**src/rtl/unpacked_array_deser.sv**
```systemverilog
// Serial-to-parallel deserializer: packs single-bit beats into M-entry unpacked frames,
// double-buffered (assembly buffer + output register) with sticky overrun on dropped frames.
module unpacked_array_deser #(
  parameter int M     = 2,
  parameter int CNT_W = 8
) (
  input  logic             clock,
  input  logic             reset,
  input  logic             sin,
  input  logic             sin_valid,
  input  logic             out_ready,
  input  logic             clr_ovr,
  output logic             q [M],
  output logic             q_valid,
  output logic             overrun,
  output logic [CNT_W-1:0] frame_cnt
);

  localparam int IDX_W = (M > 1) ? $clog2(M) : 1;
  localparam logic [IDX_W-1:0] LAST = IDX_W'(M - 1);

  typedef enum logic {EMPTY, FULL} state_t;

  state_t           state, state_nxt;
  logic [IDX_W-1:0] idx;
  logic             asm_buf   [M];
  logic             new_frame [M];
  logic             done;
  logic             handshake;
  logic             drop;
  logic             load;

  // The completing frame must include the bit arriving this very cycle.
  always_comb begin
    done = sin_valid && (idx == LAST);
    for (int i = 0; i < M; i++) begin
      new_frame[i] = (i == int'(idx)) ? sin : asm_buf[i];
    end
  end

  always_comb begin
    state_nxt = state;
    handshake = 1'b0;
    drop      = 1'b0;
    load      = 1'b0;
    case (state)
      EMPTY: begin
        if (done) begin
          load      = 1'b1;
          state_nxt = FULL;
        end
      end
      FULL: begin
        if (out_ready) begin
          handshake = 1'b1;
          if (done) load = 1'b1;
          else      state_nxt = EMPTY;
        end else if (done) begin
          drop = 1'b1;
        end
      end
      default: state_nxt = EMPTY;
    endcase
  end

  always_ff @(posedge clock) begin
    if (reset) begin
      state     <= EMPTY;
      idx       <= '0;
      overrun   <= 1'b0;
      frame_cnt <= '0;
      for (int i = 0; i < M; i++) begin
        asm_buf[i] <= 1'b0;
        q[i]       <= 1'b0;
      end
    end else begin
      state <= state_nxt;
      if (sin_valid) begin
        idx <= done ? '0 : idx + 1'b1;
        for (int i = 0; i < M; i++) begin
          if (i == int'(idx)) asm_buf[i] <= sin;
        end
      end
      if (load) begin
        for (int i = 0; i < M; i++) q[i] <= new_frame[i];
      end
      if (handshake) frame_cnt <= frame_cnt + 1'b1;
      // A drop in the same cycle as a clear must leave the flag set.
      if (drop)         overrun <= 1'b1;
      else if (clr_ovr) overrun <= 1'b0;
    end
  end

  assign q_valid = (state == FULL);

endmodule

```
**config.mk**
```make
export PLATFORM = sky130hd
export DESIGN_NAME = unpacked_array_deser
export DESIGN_NICKNAME = d
export VERILOG_FILES = /design/src/rtl/unpacked_array_deser.sv
export SDC_FILE = /design/constraint.sdc
export NUM_CORES = 1
export LEC_CHECK = 0
export CAP_MARGIN = 25
export CORE_ASPECT_RATIO = 0.9
export CORE_UTILIZATION = 35
export CTS_BUF_LIST = sky130_fd_sc_hd__clkbuf_8
export CTS_CLUSTER_SIZE = 12
export DETAILED_ROUTE_END_ITERATION = 7
export MAX_ROUTING_LAYER = met4
export PLACE_DENSITY = 0.62
export SYNTH_ARGS = -nofsm -noshare
export SYNTH_HDL_FRONTEND = slang
export SYNTH_SLANG_ARGS = --single-unit
```
**constraint.sdc**
```tcl
create_clock -name clock -period 1.2 [get_ports clock]
set_input_delay 0.3 -clock clock [delete_from_list [all_inputs] [get_ports clock]]
set_output_delay 0.3 -clock clock [all_outputs]
set_load 0.01 [all_outputs]
```
==> impl_metrics.ini <==
[yosys]
synth-seq-cells = 14
synth_xor_xnor_area_share_pct = 3.02
post_synth_num_cell_types = 22
synth_simple_gate_area_share_pct = 25.2
synthCells = 65
syn_nets = 72
synth.top_cells.by_area = sky130_fd_sc_hd__dfxtp_1 (48%), sky130_fd_sc_hd__a21oi_1 (8.6%), sky130_fd_sc_hd__nand4_1 (4.3%)
top_cell_type_s_share_of_synthesized_area_pct = 48.3
flip_flop_cell_with_the_highest_count_after_synthesis = sky130_fd_sc_hd__dfxtp_1
netlist.top_cell.by_area = sky130_fd_sc_hd__dfxtp_1
main_combinational_cell_family_by_area_after_synthesis = simple AND/OR/NAND/NOR gates
synth.yosys.seq_area_share_pct = 48.3
avgSynthCellArea_um2 = 8.93
post_synth_fa_ha_maj_area_fraction_pct = 2.16
synth_warnings = 0
ys_async_sr_fraction_pct = 0
synth_compound_gate_area_share_pct = 17.0
synth_edf_count = 0
portion_of_netlist_area_occupied_by_mux_cells_pct = 1.72
synth_area_um2 = 581

[floorplan]
die_area_um2 = 1830
die_w_um = 44.9
io-pin-count = 18
placeableCoreArea_um2 = 1500
count_of_standard_cell_rows = 13
floorplan.initialDensity_pct = 38.8
fp.dieH_um = 40.6

[grt]
grt_antenna_before_repair = 0
maximum_number_of_pins_on_one_net_before_global_route_repair = 15
grt_overflow = 0
track_usage_pct = 18.6
grt_pass1_vias = 460
grt_first_pass_wirelength_mm = 2.08

[sta]
finalWorstSetupSlack_ps = -4.42
final-setup-viol-count = 2
post_route_worst_hold_slack_ps = 476
finalHoldViolCount = 0
rsz0062_at_grt = yes
finalWorstPathRequiredPeriod_ps = 1200
finalClockSkew_ps = 4.46
totalNegativeSetupSlack_ps = -7.71
max_slew_headroom_pct = 84.5
maxClockFrequency_mhz = 830
fin_crit_sh_pct = 100
slew_violations = 0
timing_worst_slew_pin_value_ps = 230

[routing]
drtPass1Iterations = 4
wl_mm = 1.42
detail_route.vias_per_cell = 4.96
remaining_drc_errors = 0
detailedRoute.firstIterationViolations = 6
avgRoutedWirePerCell_um = 12.0
route.vias.total = 585
antenna_left = 0

[setup_path]
worst_path_dominant_cell_family = flip-flops
critical_path_peak_fanout = 4
critical_path_class = reg -> out
critical_path.slowest_cell = sky130_fd_sc_hd__dfxtp_4
worst_setup_path_end_kind = primary output
worst_ep_required_time_ps = 900
critical_path.cell_chain = dlygate4sd2_1
worst_path_largest_cell_delay_ps = 380
worst-endpoint-arrival_ps = 900
critical_path.n_buffers_inverters = 1
startpoint_type_of_the_worst_setup_path = register

[status]
status = complete, but fails checks
failing_checks = setup timing

[clock_tree]
cts_tree = built
cts.htree.levels = 1
cts_root_buf = sky130_fd_sc_hd__clkbuf_8
cts-buffers-inserted = 3
clkTransAtPathRegs_ps = 60
clk_sink_count = 14
clock_latency_reported_for_the_late_side_of_the_worst_skew_pair_ps = 250
cts_max_path_buffers = 2

[power]
peakVddDrop_mv = 0.934
power_density_normalized_to_cell_area_nw_per_um2 = 982
leakage_nw = 0.399

[place]
portBuffers = 17
gp_congestion = 0.720
dp.final_hpwl_um = 956
place_worst_setup_slack_ps = -495
dpl.cell_count = 112

[final_layout]
layout_commonest_cell = sky130_fd_sc_hd__dlygate4sd2_1
area_growth_syn_to_layout_pct = 64.9
finish.cell_count_without_fillers = 118
final_core_util_pct = 64.0
layout.nets = 104
layout-drive-gt1-share_pct = 35.4
num_antenna_cells = 0
layout.cells.most_common_list = sky130_fd_sc_hd__dlygate4sd2_1 (11), sky130_fd_sc_hd__buf_4 (10), sky130_fd_sc_hd__a21oi_1 (6), sky130_fd_sc_hd__dfxtp_1 (6)

[worst_hold_path]
min-delay-path-class = reg -> reg

[run]
max-cap-violations = 0
kinds of logic after synthesis:
logic type | after synthesis
buffers and inverters | 4
multiplexers | 1
flip-flops | 14
AND/OR/NAND/NOR | 25
AO/OA/AOI/OAI | 18
adder cells (fa/ha/maj) | 1
XOR/XNOR | 2
synthesized netlist by cell type (all sizes together), types with 2 or more instances:
| library cell | n |
|---|---|
| a21oi | 10 |
| dfxtp | 14 |
| inv | 3 |
| nand2 | 4 |
| nand2b | 2 |
| nand3 | 3 |
| nand4 | 5 |
| nor2 | 4 |
| o21ai | 5 |
| o31ai | 2 |
| or3 | 3 |
| or4 | 2 |
power breakdown:
part	total (mW)	switching (mW)	leakage, nW	internal, mW
clock	0.387	0.161	0.0269	0.226
sequential	0.479	0.00950	0.118	0.469
combinational	0.0745	0.0325	0.254	0.0420
total	0.940	0.203	0.399	0.738
routing by layer:
layer  GRT usage (%)  part of all wire (%)  vias up
met2            25.4                    45       11
met4            13.6                   3.0        0
li1                -                     -      297
met5               -                     0        -
met3            7.93                   4.6        4
met1            21.9                    47      273
path summary, 6_finish.rpt:
kind                                           startpoint                   endpoint  slack, ps  depth (start not counted)
worst max register to register  frame_cnt[1]$_SDFFE_PP0P_  frame_cnt[6]$_SDFFE_PP0P_         10                          4
worst min register to register          q[1]$_SDFFE_PP0P_          q[1]$_SDFFE_PP0P_        480                          2
worst max-delay path            frame_cnt[0]$_SDFFE_PP0P_               frame_cnt[0]         -4                          1
worst min-delay path                    q[1]$_SDFFE_PP0P_          q[1]$_SDFFE_PP0P_        480                          2
per-stage QoR:
step                      area [um^2]  power (mW)
after floorplan                   587       0.515
after global placement            861       0.566
after detailed placement          861       0.567
after CTS                         912       0.953
after global routing              957       0.987
final                             957       0.940
state kept, by name, summed over array words and instances (netlist names):
signal	flops
overrun	1
frame_cnt	8
asm_buf	1
idx	1
q_valid	1
q	2
timing repair:
action	4_1_cts	5_1_grt
setup endpoints to repair	20	12
gates resized for setup	21	13
setup buffers	0	3
hold buffers	0	0
pin swaps	8	5
layout make-up:
type / count / area [um^2]
clock buffer: 3 / 41.3
sequential: 14 / 298
multi-input combinational: 47 / 334
timing repair buffer: 28 / 241
inverter: 3 / 11.3
fill: 143 / 539
tap: 22 / 27.5
clock inverter: 1 / 3.75
No activity file was read; power rests on OpenSTA's default activity.
